## src/rtl/modinv_helper_load.sv

```systemverilog
// modinv_helper_load
//   Copies an OPERAND_NUM_WORDS-word operand from a 1-cycle-latency operand bank into
//   a BUFFER_NUM_WORDS-word buffer. Buffer words above the operand are zero-filled.
//   A run is started by ena while rdy=1 and lasts PROC_NUM_CYCLES cycles.
//
// Ports
//   clk     clock
//   rst     synchronous active-high reset
//   ena     start request, sampled only while rdy=1
//   rdy     idle/complete flag (proc_cnt == 0)
//   a_addr  operand bank read address (registered)
//   a_din   operand bank read data, valid one cycle after a_addr
//   b_addr  buffer write address (registered)
//   b_wren  buffer write enable
//   b_dout  buffer write data
module modinv_helper_load #(
  parameter int unsigned OPERAND_NUM_WORDS = 8,
  parameter int unsigned OPERAND_ADDR_BITS = 3,
  parameter int unsigned BUFFER_NUM_WORDS  = 9,
  parameter int unsigned BUFFER_ADDR_BITS  = 4
) (
  input  logic                         clk,
  input  logic                         rst,
  input  logic                         ena,
  output logic                         rdy,
  output logic [OPERAND_ADDR_BITS-1:0] a_addr,
  input  logic [31:0]                  a_din,
  output logic [BUFFER_ADDR_BITS-1:0]  b_addr,
  output logic                         b_wren,
  output logic [31:0]                  b_dout
);

  localparam int unsigned PROC_NUM_CYCLES = BUFFER_NUM_WORDS + 2;
  localparam int unsigned CNT_BITS        = $clog2(PROC_NUM_CYCLES);

  typedef logic [CNT_BITS-1:0] cnt_t;

  localparam cnt_t CNT_ONE      = cnt_t'(1);
  localparam cnt_t CNT_TWO      = cnt_t'(2);
  localparam cnt_t CNT_LAST     = cnt_t'(PROC_NUM_CYCLES - 1);
  localparam cnt_t CNT_RD_LAST  = cnt_t'(OPERAND_NUM_WORDS);
  localparam cnt_t CNT_WR_LAST  = cnt_t'(BUFFER_NUM_WORDS + 1);

  localparam logic [BUFFER_ADDR_BITS-1:0] B_COPY_END = BUFFER_ADDR_BITS'(OPERAND_NUM_WORDS);

  cnt_t                         r_proc_cnt;
  cnt_t                         w_cnt_next;
  cnt_t                         w_cnt_m1;
  cnt_t                         w_cnt_m2;
  logic [OPERAND_ADDR_BITS-1:0] r_a_addr;
  logic [OPERAND_ADDR_BITS-1:0] w_a_addr_next;
  logic [BUFFER_ADDR_BITS-1:0]  r_b_addr;
  logic [BUFFER_ADDR_BITS-1:0]  w_b_addr_next;
  logic                         w_in_wr_window;

  // State register: proc_cnt plus the address registers that track it.
  always_ff @(posedge clk) begin
    if (rst) begin
      r_proc_cnt <= '0;
      r_a_addr   <= '0;
      r_b_addr   <= '0;
    end else begin
      r_proc_cnt <= w_cnt_next;
      r_a_addr   <= w_a_addr_next;
      r_b_addr   <= w_b_addr_next;
    end
  end

  // Next-state logic. Addresses are derived from the next count so that the registered
  // value lines up with proc_cnt in the same cycle.
  always_comb begin
    w_cnt_next = r_proc_cnt;
    if (r_proc_cnt == '0) begin
      w_cnt_next = ena ? CNT_ONE : '0;
    end else if (r_proc_cnt == CNT_LAST) begin
      w_cnt_next = '0;
    end else begin
      w_cnt_next = r_proc_cnt + CNT_ONE;
    end

    w_cnt_m1 = w_cnt_next - CNT_ONE;
    w_cnt_m2 = w_cnt_next - CNT_TWO;

    // Read window 1..OPERAND_NUM_WORDS; the cycle after it reads back address 0.
    w_a_addr_next = '0;
    if ((w_cnt_next >= CNT_ONE) && (w_cnt_next <= CNT_RD_LAST)) begin
      w_a_addr_next = OPERAND_ADDR_BITS'(w_cnt_m1);
    end

    w_b_addr_next = '0;
    if ((w_cnt_next >= CNT_TWO) && (w_cnt_next <= CNT_WR_LAST)) begin
      w_b_addr_next = BUFFER_ADDR_BITS'(w_cnt_m2);
    end
  end

  // Outputs. The write strobe is also masked by rst so an abort takes effect in the
  // very cycle rst is raised, not one cycle later.
  always_comb begin
    rdy            = (r_proc_cnt == '0);
    w_in_wr_window = (r_proc_cnt >= CNT_TWO) && (r_proc_cnt <= CNT_WR_LAST);
    b_wren         = w_in_wr_window && !rst;
    // Operand data lags a_addr by one cycle, so b_addr (= proc_cnt-2) indexes a_din.
    b_dout         = (b_wren && (r_b_addr < B_COPY_END)) ? a_din : 32'h0;
    a_addr         = r_a_addr;
    b_addr         = r_b_addr;
  end

endmodule
```

## config.mk

```make
export PLATFORM = sky130hd
export DESIGN_NAME = modinv_helper_load
export DESIGN_NICKNAME = d
export VERILOG_FILES = /design/src/rtl/modinv_helper_load.sv
export SDC_FILE = /design/constraint.sdc
export NUM_CORES = 1
export LEC_CHECK = 0
export BUFFER_PORTS_ARGS = -buffer_cell sky130_fd_sc_hd__buf_2
export CORE_MARGIN = 2
export CORE_UTILIZATION = 40
export CTS_BUF_LIST = sky130_fd_sc_hd__clkbuf_4 sky130_fd_sc_hd__clkbuf_8
export DETAILED_ROUTE_END_ITERATION = 6
export PLACE_DENSITY = 0.85
export SYNTH_ARGS = -nofsm -noshare
export SYNTH_HDL_FRONTEND = slang
export SYNTH_SLANG_ARGS = --single-unit
```

## constraint.sdc

```tcl
create_clock -name clk -period 3.5 [get_ports clk]
set_clock_uncertainty 0.05 [all_clocks]
set_input_delay 0.7 -clock clk [delete_from_list [all_inputs] [get_ports clk]]
set_output_delay 0.7 -clock clk [all_outputs]
set_load 0.005 [all_outputs]
```

==> summary.txt <==
Placement
  – Buffers on Ports: 75
  – Gpl congestion: 0.801
  – DP HPWL: 2.31 mm
  – Worst slack at placement: 0.631 ns

Routing
  – Vias per inst: 4.88
  – Drt total wl: 2.77 mm
  – Initial drt markers: 11
  – Wire length per cell: 12.8 µm
  – Vias: 1,058
  – Drt first pass iters: 4
  – Post-route DRC: 0
  – Number of routed nets with antenna violations: 0

Synthesis
  – Synth unique cells: 39
  – Async SR Flop Fraction: 0%
  – Ys Warns: 0
  – Sequential share of the synthesized area: 22.6%
  – Top FF cell, synth: dfxtp_1
  – Post-synth EDFFs: 0
  – Synth Instances: 117
  – Avg Synthesized Cell Area: 8.34 µm²
  – Netlist Area Pre-Place: 976 µm²
  – Syn_nets: 160
  – Yosys reg bits: 11

Finish
  – Register area: 220 µm²
  – Area of the multi-input gates: 688 µm²
  – Layout cell share with drive strength beyond 1: 45.5%
  – Antenna Cells: 0
  – Fillers: 207
  – Syn-to-layout area delta: 40.5%
  – Nets: 233

Floorplanning
  – FP Rows: 17
  – Die area: 2850 µm²
  – # IOs: 76
  – Core outline area: 2250 µm²
  – DIE WIDTH: 53.4 µm
  – Die Y: 53.4 µm
  – Starting Density: 43.3%

Global routing
  – Total grt overflow: 0
  – GRT Util Overall: 19.3%
  – Initial antenna violation count: 0
  – Met3 usage: 6.78%
  – Routing usage on met2: 37.4%
  – Met1 Track Usage GR: 19.1%
  – Largest net degree at the start of global routing: 33
  – Global route hottest layer: met2
  – First-pass GRT wire length: 4.01 mm
  – Vias in the first global route: 951

Critical path
  – Req. time, crit path: 2.75 ns
  – CP bufs+invs: 2
  – Max stage delay cell, worst path: dfxtp_1
  – Crit path max fanout: 32
  – Element type at the critical path end: output port
  – Critical path's top delay family: simple AND/OR/NAND/NOR gates
  – Largest stage delay, worst path: 0.46 ns
  – CP Cell Sequence: inv_1 -> ha_1 -> nor4_1 -> a211oi_1 -> and2b_1 -> and2_1 -> buf_2
  – CP Launch Type: flop
  – Crit Path Class: reg -> out
  – WP data arrival: 2.36 ns

Clock tree
  – TritonCTS clock tree: done
  – Clk slew on worst S/H paths: 0.07 ns
  – Post-CTS Hold Buffers: 0
  – Clock tree buffer depth: 2
  – Resize count post-CTS: 0
  – CTS H-Tree Depth: 1
  – Clk sink count: 11
  – CTS Buf Count: 3
  – Worst-skew pair later-pin latency: 0.27 ns
  – Root Driver: clkbuf_4
  – Setup bufs post-CTS: 0

STA
  – # setup viols final: 0
  – Final worst setup slack: 0.388 ns
  – Worst-Margin Slew: 0.631 ns
  – Fin. max-slew vios: 0
  – Max Freq: 0.321 GHz
  – Tmin final: 3.11 ns
  – Hold Fails Final Rpt: 0
  – RSZ-0062 raised after global routing: false
  – Final setup TNS: 0 ns
  – Crit share post-route: 88.9%
  – Rel. slew slack: 57.9%

Power
  – Max VDD drop: 0.000232 V
  – LEAKAGE: 0.000785 µW
  – PwrDens: 260 nW/µm²

Run
  – Maxcap violations: 0

Min path
  – Hold Crit Class: in -> reg

Status
  – Outcome: completed
-- cells by family after synthesis --
group | synth area share (%)
buf+inv | 6.92
mux | 3.08
xor+xnor | 2.69
compound gates | 9.74
flops | 22.6
simple gates | 44.7
fa+ha+maj | 10.3
-- layout by cell type, fill, tap and decap left out --
| cell | n |
|---|---|
| a211oi_1 | 3 |
| a211oi_2 | 1 |
| a21o_1 | 1 |
| a311o_1 | 1 |
| a311oi_1 | 1 |
| a31oi_1 | 1 |
| a31oi_2 | 1 |
| a32o_1 | 1 |
| and2_1 | 33 |
| and2b_1 | 1 |
| and2b_2 | 1 |
| and4_4 | 1 |
| and4bb_1 | 1 |
| and4bb_2 | 1 |
| buf_2 | 75 |
| clkbuf_4 | 4 |
| dfxtp_1 | 11 |
| ha_1 | 8 |
| inv_1 | 6 |
| mux2i_1 | 3 |
| nand2_1 | 1 |
| nand2b_1 | 1 |
| nand2b_2 | 1 |
| nand3_1 | 2 |
| nand3b_1 | 3 |
| nand4_1 | 1 |
| nand4b_1 | 1 |
| nor2_1 | 7 |
| nor2b_1 | 4 |
| nor3_1 | 4 |
| nor3b_2 | 1 |
| nor4_1 | 1 |
| o21ai_0 | 1 |
| or2b_1 | 1 |
| or3_1 | 1 |
| or4_1 | 1 |
| xnor2_1 | 3 |
-- synthesized netlist by cell type (all sizes together) (3+ instances only) --
cell / number / area (µm²)
mux2i: 3 / 30.0
nor2: 7 / 26.3
and2: 33 / 206
xnor2: 3 / 26.3
buf: 6 / 41.3
a211oi: 4 / 35.0
nor3: 4 / 20.0
ha: 8 / 100
nor2b: 4 / 25.0
nand3b: 3 / 22.5
inv: 6 / 22.5
dfxtp: 11 / 220
-- metal layers --
layer,vias to the layer above,share of wire [%]
met4,0,0
met2,47,52
li1,538,-
met3,0,12
met1,473,36
met5,-,0
-- report_power, final --
part	internal [µW]	switching (µW)	total, µW
registers	135	6.35	141
clock network	51.9	41.8	93.7
logic	62.4	59.4	122
total	249	107	357
-- path summary, 6_finish.rpt --
check	from	end	slack (ns)	depth (start not counted)
worst max-delay path	r_proc_cnt[0]	b_dout[25]	0.39	7
worst max register to register	r_proc_cnt[0]	a_addr[0]	0.86	9
worst min register to register	r_proc_cnt[0]	r_proc_cnt[3]	0.82	3
worst min-delay path	rst	r_proc_cnt[3]	0.71	2
-- final cells by class --
type / instances / share of cell area, %
Timing Repair Buffer: 75 / 27.4
Multi-Input combinational cell: 93 / 50.2
Clock buffer: 4 / 2.19
Inverter: 6 / 1.64
Tap cell: 28 / 2.55
Sequential cell: 11 / 16.1
-- flip-flops by register name (all words and copies together) (netlist names) --
name and count:
a_addr 3, b_addr 4, r_proc_cnt 4
-- through the flow --
stage | power (µW) | cells | instance area [µm²] | util, % | hold WS, ns
2_1_floorplan | 217 | 117 | 976 | - | 0.709
3_3_place_gp | 261 | 213 | 1340 | 59.5 | 0.793
3_5_place_dp | 267 | 213 | 1340 | 59.5 | 0.816
4_1_cts | 363 | 217 | 1370 | 60.8 | 0.702
5_1_grt | 388 | 217 | 1370 | 60.8 | 0.732
6_report | 357 | 217 | 1370 | 60.8 | 0.708
Note: power is estimated with default switching activity, not from simulation.
